`src/rtl/mem_arb_pkg.sv`:
```
// Shared constants and types for the fetch/data memory-port arbiter.
package mem_arb_pkg;

  localparam int DEFAULT_TIMEOUT = 64;

  localparam logic [2:0] ST_IDLE     = 3'd0;
  localparam logic [2:0] ST_BUS_IF   = 3'd1;
  localparam logic [2:0] ST_BUS_MEM  = 3'd2;
  localparam logic [2:0] ST_RESP_IF  = 3'd3;
  localparam logic [2:0] ST_RESP_MEM = 3'd4;

  typedef enum logic {
    REQ_FETCH = 1'b0,
    REQ_DATA  = 1'b1
  } requester_e;

endpackage

```
`src/rtl/mem_arb_timer.sv`:
```
// Bus watchdog: clearable, saturating cycle counter that flags the last allowed cycle.
module mem_arb_timer #(
  parameter int TIMEOUT = 64
) (
  input  logic clk,
  input  logic reset,
  input  logic clr,
  input  logic en,
  output logic expired
);

  localparam int CNT_W = (TIMEOUT > 1) ? $clog2(TIMEOUT) : 1;
  localparam logic [CNT_W-1:0] LAST_C = CNT_W'(TIMEOUT - 1);

  logic [CNT_W-1:0] count_r;

  // Count cycles spent waiting on the bus, holding at the last value instead of wrapping.
  always_ff @(posedge clk) begin
    if (reset) begin
      count_r <= '0;
    end else if (clr) begin
      count_r <= '0;
    end else if (en && (count_r != LAST_C)) begin
      count_r <= count_r + 1'b1;
    end else begin
      count_r <= count_r;
    end
  end

  assign expired = (count_r == LAST_C);

endmodule

```
`src/rtl/mem_bus_arbiter.sv`:
```
// Arbitrates the single external memory port between instruction fetch and data access,
// one transaction at a time, with round-robin tie breaking and a hung-bus watchdog.
module mem_bus_arbiter
  import mem_arb_pkg::*;
#(
  parameter int ADDR_W  = 32,
  parameter int DATA_W  = 32,
  parameter int TIMEOUT = DEFAULT_TIMEOUT
) (
  input  logic                clk,
  input  logic                reset,
  input  logic                if_req,
  input  logic [ADDR_W-1:0]   if_addr,
  output logic                if_ack,
  output logic [DATA_W-1:0]   if_rdata,
  output logic                if_err,
  input  logic                mem_req,
  input  logic                mem_we,
  input  logic [DATA_W/8-1:0] mem_be,
  input  logic [ADDR_W-1:0]   mem_addr,
  input  logic [DATA_W-1:0]   mem_wdata,
  output logic                mem_ack,
  output logic [DATA_W-1:0]   mem_rdata,
  output logic                mem_err,
  output logic                bus_req,
  output logic                bus_we,
  output logic [DATA_W/8-1:0] bus_be,
  output logic [ADDR_W-1:0]   bus_addr,
  output logic [DATA_W-1:0]   bus_wdata,
  input  logic                bus_ack,
  input  logic [DATA_W-1:0]   bus_rdata
);

  localparam int BE_W = DATA_W / 8;

  logic [2:0]        state_r;
  requester_e        last_grant_r;
  requester_e        winner_s;
  logic              grant_s;
  logic              timer_clr_s;
  logic              timer_en_s;
  logic              expired_s;
  logic              in_bus_s;
  logic              if_ack_r, if_err_r, mem_ack_r, mem_err_r;
  logic [DATA_W-1:0] if_rdata_r, mem_rdata_r;
  logic              bus_req_r, bus_we_r;
  logic [BE_W-1:0]   bus_be_r;
  logic [ADDR_W-1:0] bus_addr_r;
  logic [DATA_W-1:0] bus_wdata_r;

  assign in_bus_s    = (state_r == ST_BUS_IF) || (state_r == ST_BUS_MEM);
  assign timer_clr_s = (state_r == ST_IDLE);
  assign timer_en_s  = in_bus_s && !bus_ack;

  mem_arb_timer #(.TIMEOUT(TIMEOUT)) u_timer (
    .clk     (clk),
    .reset   (reset),
    .clr     (timer_clr_s),
    .en      (timer_en_s),
    .expired (expired_s)
  );

  // Pick the winner: a lone requester wins, a tie goes to whoever did not win last.
  always_comb begin
    grant_s  = if_req || mem_req;
    winner_s = REQ_FETCH;
    if (if_req && mem_req) begin
      winner_s = (last_grant_r == REQ_FETCH) ? REQ_DATA : REQ_FETCH;
    end else if (mem_req) begin
      winner_s = REQ_DATA;
    end else begin
      winner_s = REQ_FETCH;
    end
  end

  // Transaction sequencer and all registered outputs.
  always_ff @(posedge clk) begin
    if (reset) begin
      state_r      <= ST_IDLE;
      last_grant_r <= REQ_FETCH;
      if_ack_r     <= 1'b0;
      if_err_r     <= 1'b0;
      if_rdata_r   <= '0;
      mem_ack_r    <= 1'b0;
      mem_err_r    <= 1'b0;
      mem_rdata_r  <= '0;
      bus_req_r    <= 1'b0;
      bus_we_r     <= 1'b0;
      bus_be_r     <= '0;
      bus_addr_r   <= '0;
      bus_wdata_r  <= '0;
    end else begin
      if_ack_r  <= 1'b0;
      if_err_r  <= 1'b0;
      mem_ack_r <= 1'b0;
      mem_err_r <= 1'b0;
      case (state_r)
        ST_IDLE: begin
          if (grant_s) begin
            last_grant_r <= winner_s;
            bus_req_r    <= 1'b1;
            if (winner_s == REQ_DATA) begin
              state_r     <= ST_BUS_MEM;
              bus_we_r    <= mem_we;
              bus_be_r    <= mem_be;
              bus_addr_r  <= mem_addr;
              bus_wdata_r <= mem_wdata;
            end else begin
              state_r     <= ST_BUS_IF;
              bus_we_r    <= 1'b0;
              bus_be_r    <= {BE_W{1'b1}};
              bus_addr_r  <= if_addr;
              bus_wdata_r <= '0;
            end
          end else begin
            state_r <= ST_IDLE;
          end
        end
        ST_BUS_IF, ST_BUS_MEM: begin
          // A real ack in the final watchdog cycle takes priority over the abort.
          if (bus_ack || expired_s) begin
            bus_req_r <= 1'b0;
            if (state_r == ST_BUS_IF) begin
              state_r    <= ST_RESP_IF;
              if_ack_r   <= 1'b1;
              if_err_r   <= !bus_ack;
              if_rdata_r <= bus_ack ? bus_rdata : '0;
            end else begin
              state_r     <= ST_RESP_MEM;
              mem_ack_r   <= 1'b1;
              mem_err_r   <= !bus_ack;
              mem_rdata_r <= bus_ack ? bus_rdata : '0;
            end
          end else begin
            state_r <= state_r;
          end
        end
        ST_RESP_IF, ST_RESP_MEM: begin
          state_r <= ST_IDLE;
        end
        default: begin
          state_r   <= ST_IDLE;
          bus_req_r <= 1'b0;
        end
      endcase
    end
  end

  assign if_ack    = if_ack_r;
  assign if_err    = if_err_r;
  assign if_rdata  = if_rdata_r;
  assign mem_ack   = mem_ack_r;
  assign mem_err   = mem_err_r;
  assign mem_rdata = mem_rdata_r;
  assign bus_req   = bus_req_r;
  assign bus_we    = bus_we_r;
  assign bus_be    = bus_be_r;
  assign bus_addr  = bus_addr_r;
  assign bus_wdata = bus_wdata_r;

endmodule

```
`config.mk`:
```
export PLATFORM = sky130hd
export DESIGN_NAME = mem_bus_arbiter
export DESIGN_NICKNAME = d
export VERILOG_FILES = /design/src/rtl/mem_arb_pkg.sv /design/src/rtl/mem_arb_timer.sv /design/src/rtl/mem_bus_arbiter.sv
export SDC_FILE = /design/constraint.sdc
export NUM_CORES = 1
export LEC_CHECK = 0
export CORE_MARGIN = 2
export CORE_UTILIZATION = 41
export DETAILED_ROUTE_END_ITERATION = 8
export GPL_TIMING_DRIVEN = 0
export HOLD_SLACK_MARGIN = 0.06
export MAX_ROUTING_LAYER = met4
export PLACE_DENSITY = 0.81
export SYNTH_ARGS = -nofsm -noshare
export SYNTH_HDL_FRONTEND = slang
export SYNTH_SLANG_ARGS = --single-unit
```
`constraint.sdc`:
```
create_clock -name clk -period 2.3 [get_ports clk]
set_input_delay 0.46 -clock clk [delete_from_list [all_inputs] [get_ports clk]]
set_output_delay 0.46 -clock clk [all_outputs]
set_load 0.02 [all_outputs]
```
# == Word level (Yosys, flattened, before mapping) ==
# Cells that the tools add are included.
# classes
n_eq_ne,8
n_reduce_logical,18
bitwise,4
add_sub_neg,1
n_mux,18
# ops
op,n
two-way mux 32 bit,3
two-way mux 3 bit,3
AND reduction 3 bit,3
two-way mux 1 bit,8
OR reduction 4 bit,2
"adder 6 x 1 -> 6 bit, second input constant",1
"equality test 3 x 2 -> 1 bit, second input constant",2
"equality test 6 bit, second input constant",1
"!= test 6 bit, second input constant",1
case mux 3 bit (2 select lines),1
OR reduction 2 bit,3
two-way mux 4 bit,1
"!= test 2 bit, second input constant",2
NOT 1 bit,4
"equality test 3 x 1 -> 1 bit, second input constant",1
"equality test 3 bit, second input constant",1
logical AND 1 bit,3
zero test 3 bit,1
logical OR 1 bit,3
case mux 1 bit (3 select lines),1
OR reduction 3 bit,1
two-way mux 2 bit,1
AND reduction 2 bit,1
zero test 1 bit,1
# word_totals
elab_cells,63
inputBits,138
register_bits,148

# == Longest topological paths before layout ==
# Gate-level depths: netlist (run 1).
# depth
ltp_word,5
ltp_mapped,7

# == Cells and area by module ==
# A second synthesis (run 1) with hierarchy kept.
# unflattened
cells_unflattened,575
hier_area_um2,6040.8
# by_module_without_submodules
mod,area_per_inst_um2,instances,cells_per_inst
mem_bus_arbiter,5748.0,1,543
mem_arb_timer,292.8,1,32

# == Least setup slack after synthesis (run 1) ==
# OpenSTA, ideal clock, no wires.
# synth_path
path_kind,register -> register
from,register u_timer.count_r[0]
to,register if_rdata_r[10] (netlist: if_rdata[10])
setup_ns,0.070
n_path_buf,1
stages_incl_launch_ff,7
setup_slack_ns,0.672
arrival_time_ns,1.557
cell_sequence,dfxtp_1 > ha_1 > and3_1 > a31oi_2 > clkbuf_1 > o21ai_1 > a21oi_1
# synth_between
elab_chain_len,3
# synth_lines
element,line_no,source
start: declaration,mem_arb_timer.sv:15,logic [CNT_W-1:0] count_r;
start signal: assignment,mem_arb_timer.sv:24,count_r <= count_r + 1'b1;
start signal: assignment,mem_arb_timer.sv:26,count_r <= count_r;
equality test 6 bit,mem_arb_timer.sv:30,assign expired = (count_r == LAST_C);
logical OR 1 bit,mem_bus_arbiter.sv:121,if (bus_ack || expired_s) begin
AND reduction 3 bit (no source line),-,
end signal: assignment,mem_bus_arbiter.sv:127,if_rdata_r <= bus_ack ? bus_rdata : '0;
end: declaration,mem_bus_arbiter.sv:45,"logic [DATA_W-1:0] if_rdata_r, mem_rdata_r;"
# No other way between the ends.
# A chain may end at the register's enable or synchronous reset.

# == Final worst setup path (run 1) ==
# layout_path
from,register u_timer.count_r[0]
to,register if_rdata_r[30] (netlist: if_rdata[30])
# Same word-level chain as after synthesis.

==> flow_summary.yaml, run 1 <==
power_and_ir_drop:
  power.leakage_nw: 3.37
  vdd_drop_max_mv: 0.499
  fin_total_pwr_mw: 7.43
  power_density_mw_per_mm2: 807
timing:
  hold_viol_final: 0
  slew_headroom: 0.598
  period_minus_slack_ps: 2090
  max_slew.worst_pin.slew_ps: 603
  grt_setup_unrepaired: "false"
  skew_ps: 6.82
  slew_viol_final: 0
  fmax_mhz: 478
  fin_crit_sh: 0.910
  setup_violations: 0
placement:
  port_buffers: 274
  dp_cells: 1081
  gp_congestion: 0.858
  dp_hpwl_um: 13900
min_path:
  hp-start: "bus_we"
  hold_path.class: "reg -> reg"
  holdPathStages: 2
  hold_end: "bus_we"
worst_setup_path:
  worst_path_max_delay_cell: "clkbuf_1"
  worst-path-buf-inv: 1
  reg2regPathDepth: 6
  crit_path_start_kind: "flip-flop"
  path_max_fanout: 10
  crit_chain: "ha_1 > and3_1 > a31oi_2 > clkbuf_1 > o21ai_1 > a21oi_1"
  r2r-start: "u_timer.count_r[0]"
  r2r_end: "if_rdata[30]"
  r2r_setup_slack_ps: 210
  crit_path_end_kind: "flip-flop"
  critPathMaxStageDelay_ps: 460
  criticalPathCategory: "reg -> reg"
  arrival_ps: 2430
  critPathTopFamily: "compound AO/OA/AOI/OAI gates"
  crit_required_ps: 2640
detailed_routing:
  drtPass1Iterations: 8
  vias_per_cell: 5.20
  drtAntennaViolNets: 0
  drc: 0
  vias: 5783
  wl_per_cell_um: 16.7
  dr.first_iter.drc_count: 341
  drt_wl_total_um: 18600
floorplan:
  die_area_mm2: 0.0147
  coreArea_mm2: 0.0133
  ioPinCount: 276
  start_util: 0.423
  rows: 42
  die_y_um: 121
  fp.dieW_um: 121
clock_network:
  cts_tree: "yes"
  cts_buffer_depth: 2
  cts.sinks: 148
  cts_hold_buf: 0
  cts_buffers: 17
  post_cts_buffers: 0
  post_cts_resized: 0
  clock_latency_ps: 420
  clk_pin_slew_worst_paths_ps: 60
  htree_levels: 4
  cts_root_buffer: "clkbuf_16"
global_routing:
  grt.overflow.total: 0
  grt_max_degree: 17
  antenna_found_initial: 0
  grt_usage: 0.254
  first_global_vias: 5343
  grt_pass1_wl_um: 28100
job:
  maxCapViolCount: 0
status:
  outcome: "finished clean"
logic_synthesis:
  syn_area_mm2: 0.00564
  synth_nets: 770
  postSynthCellCount: 631
  ys_seq_elements: 148
  yosys.area.top_type: "dfxtp_1"
  synth_warnings: 0
  yosys-top-cells-area: "dfxtp_1, a21oi_1, mux2i_1"
  syn_avg_cell_area_um2: 8.94
  synth-seq-area-share: 0.525
  yosys.area.top_type_share: 0.525
  synth_cell_types: 38
cells_and_area:
  antenna_cells: 0
  fin_cells: 1113
  drive_gt1_frac: 0.0704
  area_growth_pct: 63.3
  nNetsFinal: 1063
  final_util: 0.690
through the flow:
step	hold WS, ps	setup TNS [ps]	setup slack [ps]	cell area, µm²
final	468	0	208	9210
after global routing	488	0	86.8	9210
after CTS	464	0	224	9210
after detailed placement	444	-65.1	-31.9	8600
after global placement	446	-18.9	-11.8	8600
after floorplan	471	0	672	5640
sequential cells by signal (all words and copies together) (netlist names):
register         count
bus_addr            32
if_ack               1
mem_err              1
u_timer.count_r      6
last_grant_r         1
if_rdata            32
mem_rdata           32
bus_wdata           32
state_r              3
bus_req              1
if_err               1
bus_be               4
mem_ack              1
bus_we               1
cells in the mapped netlist:
cell type	n
o211ai_1	1
a31oi_2	1
buf_2	18
o22ai_1	4
buf_6	3
o21ai_1	31
nand2_1	70
o21a_1	2
ha_1	1
nor3_2	1
or2_2	1
nor2_1	75
o21ai_0	38
nor4_1	2
inv_1	2
xor2_1	1
clkbuf_1	30
buf_4	5
clkbuf_4	2
nor2_4	1
nor3_1	5
and4_1	1
and2_1	1
and3_1	1
a22oi_1	31
dfxtp_1	148
nor2_8	1
a21oi_1	70
or3b_1	2
nand3_1	5
xor2_2	1
mux2i_1	34
o211ai_4	1
nand2b_1	2
a21boi_1	1
a211oi_1	34
a31oi_1	1
or3_1	3
worst max-delay path by stage:
stage,depth (start not counted),slack (ps),start,end
global route,6,90,u_timer.count_r[0],mem_rdata[4]
finish,6,210,u_timer.count_r[0],if_rdata[30]
detailed placement,7,-30,mem_req,bus_be[0]
CTS,6,220,u_timer.count_r[0],if_rdata[30]
global placement,7,-10,mem_req,bus_be[3]
floorplan,6,670,u_timer.count_r[0],if_rdata[10]
cell type report:
| cell class | instances | area, µm² |
|---|---|---|
| fill | 1113 | 4140 |
| sequential | 148 | 2960 |
| timing repair buffer | 274 | 2740 |
| multi-input combinational | 423 | 2380 |
| clock buffer | 20 | 457 |
| buffer | 58 | 289 |
| tap | 176 | 220 |
| clock inverter | 12 | 153 |
| inverter | 2 | 7.51 |
cell families (layout without fill, tap and decap cells):
kind of cell / after synthesis / count (layout) / share of synthesized area
flip-flops: 148 / 148 / 0.525
AO/OA/AOI/OAI: 215 / 215 / 0.227
multiplexers: 34 / 34 / 0.0603
buffers and inverters: 60 / 366 / 0.0526
XOR/XNOR: 2 / 2 / 0.00444
AND/OR/NAND/NOR: 171 / 171 / 0.128
adder cells (fa/ha/maj): 1 / 1 / 0.00222
cells in the final DEF (no fill, tap or decap), drive strengths merged, types with 3 or more instances in the layout:
master         count
a22oi             31
clkbuf            52
or3                3
clkinv             4
mux2i             34
clkdlybuf4s50    274
nand3              5
o22ai              4
dfxtp            148
nor3               6
a21oi             70
nor2              77
inv                3
buf               26
o21ai             69
bufinv             3
nand2             70
clkinvlp           4
a211oi            34
report_power, final:
group / internal, mW / switching [mW]
clock network: 1.76 / 1.08
logic: 0.807 / 0.898
registers: 2.77 / 0.109
worst reg2reg max path, delay by kind of cell (launching register included):
| family | cells | cell delay [ps] |
|---|---|---|
| buffers and inverters | 1 | 460 |
| adders and majority gates | 1 | 250 |
| DFF | 1 | 340 |
| AOI/OAI and AO/OA | 3 | 750 |
| and+or+nand+nor | 1 | 220 |
routing by layer:
metal  vias up  wire [µm]  part of all wire  GRT usage
li1       2812          -                 -          -
met1      2653       7700              0.41      0.298
met2       285       8940              0.48      0.415
met3        33       1560             0.084     0.0738
met4         0        442             0.024     0.0927
met5         -          0                 0          -
(Power assumes the default switching activity.)
==> run 2, diff against run 1 <==
--- a/config.mk
+++ b/config.mk
@@ -8,7 +8,7 @@
 export CORE_MARGIN = 2
 export CORE_UTILIZATION = 41
 export DETAILED_ROUTE_END_ITERATION = 8
-export GPL_TIMING_DRIVEN = 0
+export GPL_TIMING_DRIVEN = 1
 export HOLD_SLACK_MARGIN = 0.06
 export MAX_ROUTING_LAYER = met4
 export PLACE_DENSITY = 0.81
==> flow_summary.yaml, run 2 (synthesis gave the netlist of run 1 again) <==
status:
  outcome: "finished clean"
timing:
  hold_viol_final: 0
  slew_headroom: 0.582
  skew_ps: 8.41
  whs_ps: 464
  slew_viol_final: 0
  setup_slack_ps: 355
  grt_setup_unrepaired: "false"
  max_slew.worst_pin.slew_ps: 628
  tns_ps: 0
  setup_violations: 0
  period_minus_slack_ps: 1940
  fmax_mhz: 514
  fin_crit_sh: 0.846
placement:
  gp_congestion: 0.779
  post_dp_cell_area_mm2: 0.00854
  place_worst_setup_slack_ps: 187
  dp_hpwl_um: 11900
  dp_cells: 1040
  port_buffers: 275
global_routing:
  grt_pass1_wl_um: 26200
  first_global_vias: 5179
  grt_usage: 0.233
  grt_max_degree: 69
  antenna_found_initial: 0
  grt.overflow.total: 0
cells_and_area:
  drive_gt1_frac: 0.0594
  fillers: 1099
  fin_cells: 1069
  area_growth_pct: 61.5
  nNetsFinal: 1022
  final_area_mm2: 0.00911
  final_cell_mix: "clkdlybuf4s50_1, dfxtp_1, nor2_1"
  antenna_cells: 0
  layout_commonest_cell: "clkdlybuf4s50_1"
  final_util: 0.683
clock_network:
  cts.sinks: 148
  clock_latency_ps: 410
  cts_hold_buf: 0
  clk_pin_slew_worst_paths_ps: 60
  post_cts_resized: 0
  cts_buffers: 17
  htree_levels: 4
  post_cts_buffers: 0
  cts_buffer_depth: 2
  cts_root_buffer: "clkbuf_16"
  cts_tree: "yes"
power_and_ir_drop:
  vdd_drop_max_mv: 0.510
  power.leakage_nw: 3.31
  fin_total_pwr_mw: 7.26
  power_density_mw_per_mm2: 797
detailed_routing:
  drc: 0
  wl_per_cell_um: 15.9
  drt_wl_total_um: 17000
  drtPass1Iterations: 5
  dr.first_iter.drc_count: 497
  vias: 5503
  vias_per_cell: 5.15
  drtAntennaViolNets: 0
floorplan:
  start_util: 0.423
  coreArea_mm2: 0.0133
  rows: 42
  fp.dieW_um: 121
  die_area_mm2: 0.0147
  die_y_um: 121
  ioPinCount: 276
worst_setup_path:
  crit_required_ps: 2630
  path_max_fanout: 30
  reg2regPathDepth: 6
  arrival_ps: 2280
  criticalPathCategory: "reg -> reg"
  crit_path_start_kind: "flip-flop"
  crit_path_end_kind: "flip-flop"
job:
  maxCapViolCount: 0
min_path:
  holdPathStages: 2
  hold_path.class: "reg -> reg"
[run 2: cell types whose count changed in the layout (fill, tap and decap cells not counted), sizes merged]
cell	change
buf	-9
clkbuf	-32
clkinv	-1
clkinvlp	-2
[run 2: worst paths after layout]
path                                          from      endpoint  slack (ps)
worst min register to register              bus_we        bus_we         460
worst min-delay path                        bus_we        bus_we         460
worst max register to register  u_timer.count_r[0]  if_rdata[22]         360
worst max-delay path            u_timer.count_r[0]  if_rdata[22]         360
[run 2: layout make-up]
type                    count  area (µm²)  share of cell area
clock buffers              20         437              0.0479
flip-flops and latches    148        2960               0.325
clock inverters             9         133              0.0146
repair buffers            291        2950               0.323
multi-input cells         423        2410               0.264
inverters                   2        7.51            0.000824
well taps                 176         220              0.0242
[run 2: critical path: stages (launching register included)]
cell	delay (ps)
dfxtp_1	340
ha_1	250
and3_1	230
a31oi_4	510
buf_12	250
o21ai_1	100
a21oi_1	180
[run 2: per-layer routing]
layer  share of wire  vias up  GRT usage  wire length, µm
met4           0.019        0     0.0812              324
met5               0        -          -                0
met3           0.091       21     0.0653             1550
met2            0.48      264      0.377             8180
li1                -     2711          -                -
met1            0.41     2507      0.279             6970
[run 2: power breakdown]
group	switching, mW	internal [mW]	leakage (nW)
Sequential	0.118	2.77	1.21
Combinational	0.853	0.808	1.83
Clock	1.02	1.69	0.272
Total	1.99	5.27	3.31
==> run 3, diff against run 2 <==
--- a/config.mk
+++ b/config.mk
@@ -6,12 +6,12 @@
 export NUM_CORES = 1
 export LEC_CHECK = 0
 export CORE_MARGIN = 2
-export CORE_UTILIZATION = 41
+export CORE_UTILIZATION = 37
 export DETAILED_ROUTE_END_ITERATION = 8
 export GPL_TIMING_DRIVEN = 1
 export HOLD_SLACK_MARGIN = 0.06
 export MAX_ROUTING_LAYER = met4
-export PLACE_DENSITY = 0.81
+export PLACE_DENSITY = 0.77
 export SYNTH_ARGS = -nofsm -noshare
 export SYNTH_HDL_FRONTEND = slang
 export SYNTH_SLANG_ARGS = --single-unit
==> constraint.sdc (replaced) <==
create_clock -name clk -period 1.6 [get_ports clk]
set_input_delay 0.32 -clock clk [delete_from_list [all_inputs] [get_ports clk]]
set_output_delay 0.32 -clock clk [all_outputs]
set_load 0.02 [all_outputs]
==> flow_summary.yaml, run 3 (synthesis gave the netlist of run 1 again) <==
global_routing:
  grt_pass1_wl_um: 28200
  grt.overflow.total: 0
  first_global_vias: 5552
  grt_usage: 0.226
  antenna_found_initial: 0
  grt_max_degree: 55
detailed_routing:
  wl_per_cell_um: 16.4
  drc: 0
  drtAntennaViolNets: 0
  dr.first_iter.drc_count: 404
  drtPass1Iterations: 5
  vias_per_cell: 5.13
  vias: 5721
  drt_wl_total_um: 18300
placement:
  place_worst_setup_slack_ps: -250
  dp_cells: 1078
  port_buffers: 275
  dp_hpwl_um: 12400
  gp_congestion: 0.831
floorplan:
  coreArea_mm2: 0.0150
  ioPinCount: 276
  fp.dieW_um: 127
  start_util: 0.375
  rows: 45
  die_area_mm2: 0.0162
  die_y_um: 127
clock_network:
  cts_tree: "yes"
  clk_pin_slew_worst_paths_ps: 60
  cts_buffers: 17
  clock_latency_ps: 420
  cts.sinks: 148
  cts_buffer_depth: 2
  cts_hold_buf: 0
  cts_root_buffer: "clkbuf_16"
  htree_levels: 4
cells_and_area:
  layout_commonest_cell: "dfxtp_1"
  fin_cells: 1116
  drive_gt1_frac: 0.100
  antenna_cells: 0
  seqCellArea_mm2: 0.00296
  fillers: 1326
  multi_input_area_mm2: 0.00246
  nNetsFinal: 1055
  final_cell_mix: "dfxtp_1, dlygate4sd2_1, clkdlybuf4s50_1"
  area_growth_pct: 67.9
  final_util: 0.630
worst_setup_path:
  arrival_ps: 1910
  r2r-start: "u_timer.count_r[0]"
  r2r_setup_slack_ps: 20
  criticalPathCategory: "reg -> reg"
  path_max_fanout: 4
  critPathCapture: "state_r[1]"
  r2r_end: "state_r[1]"
  crit_required_ps: 1930
  reg2regPathDepth: 5
  crit_path_start_kind: "flip-flop"
  crit_path_end_kind: "flip-flop"
  worstSetupStartpoint: "u_timer.count_r[0]"
power_and_ir_drop:
  vdd_drop_max_mv: 0.756
  fin_total_pwr_mw: 10.6
  power_density_mw_per_mm2: 1120
  power.leakage_nw: 4.13
job:
  maxCapViolCount: 0
timing:
  hold_viol_final: 0
  grt_setup_unrepaired: "true"
  max_slew.worst_pin.slew_ps: 328
  tns_ps: 0
  setup_violations: 0
  slew_viol_final: 0
  slew_headroom: 0.781
  setup_slack_ps: 16.9
  fin_crit_sh: 0.989
  fmax_mhz: 632
  skew_ps: 9.84
  period_minus_slack_ps: 1580
min_path:
  hold_path.class: "in -> reg"
status:
  outcome: "finished clean"
==> run 3: cell types whose count changed in the layout (fill, tap and decap cells not counted), moves of 2 or more <==
cell	before	now
clkinv_4	1	3
buf_12	6	17
clkbuf_16	17	19
clkbuf_1	3	1
buf_6	0	5
dlygate4sd2_1	0	138
clkdlybuf4s50_1	274	136
o21ai_0	38	30
o21ai_1	30	37
buf_4	11	25
==> run 3: power by group <==
part           switching, mW  internal [mW]
Combinational           1.31           1.14
Clock                   1.55           2.49
Sequential             0.154           3.99
==> run 3: critical path: stages (launching register included) <==
cell and delay (ps):
dfxtp_1 330, ha_1 170, and3_4 220, a31oi_4 160
or3_1 380, a211oi_1 230
==> run 3: routing by layer <==
| layer | track usage | vias to the layer above | wire length (µm) |
|---|---|---|---|
| met5 | - | - | 0 |
| met4 | 0.0866 | 0 | 418 |
| met3 | 0.0678 | 35 | 1440 |
| met2 | 0.366 | 245 | 9020 |
| met1 | 0.264 | 2644 | 7480 |
| li1 | - | 2797 | - |
==> run 3: worst min path at each step <==
stage | cells after the start | slack (ps) | startpoint | end
finish | 2 | 260 | reset | mem_rdata[23]
global route | 2 | 280 | reset | bus_addr[7]
CTS | 2 | 250 | reset | mem_rdata[21]
detailed placement | 2 | 450 | bus_wdata[31] | bus_wdata[31]
global placement | 2 | 440 | bus_we | bus_we
floorplan | 1 | 400 | bus_ack | if_err
==> run 3: area by class of cell <==
| class | count | area share |
|---|---|---|
| Tap cell | 188 | 0.0248 |
| Sequential cell | 148 | 0.313 |
| Clock buffer | 19 | 0.0468 |
| Clock inverter | 12 | 0.0164 |
| Timing Repair Buffer | 323 | 0.338 |
| Multi-Input combinational cell | 424 | 0.260 |
| Inverter | 2 | 0.000793 |
==> run 3: what timing repair did <==
item,in CTS,in global routing
buffers inserted,0,1
pin swaps,0,5
setup endpoints to repair,188,87
gates resized for setup,140,18
cloned,0,6
==> run 3: through the flow <==
step / hold WS [ps] / instance area (µm²)
6_report: 261 / 9470
5_1_grt: 277 / 9470
2_1_floorplan: 399 / 5640
4_1_cts: 248 / 9300
3_5_place_dp: 447 / 8860
3_3_place_gp: 442 / 8860
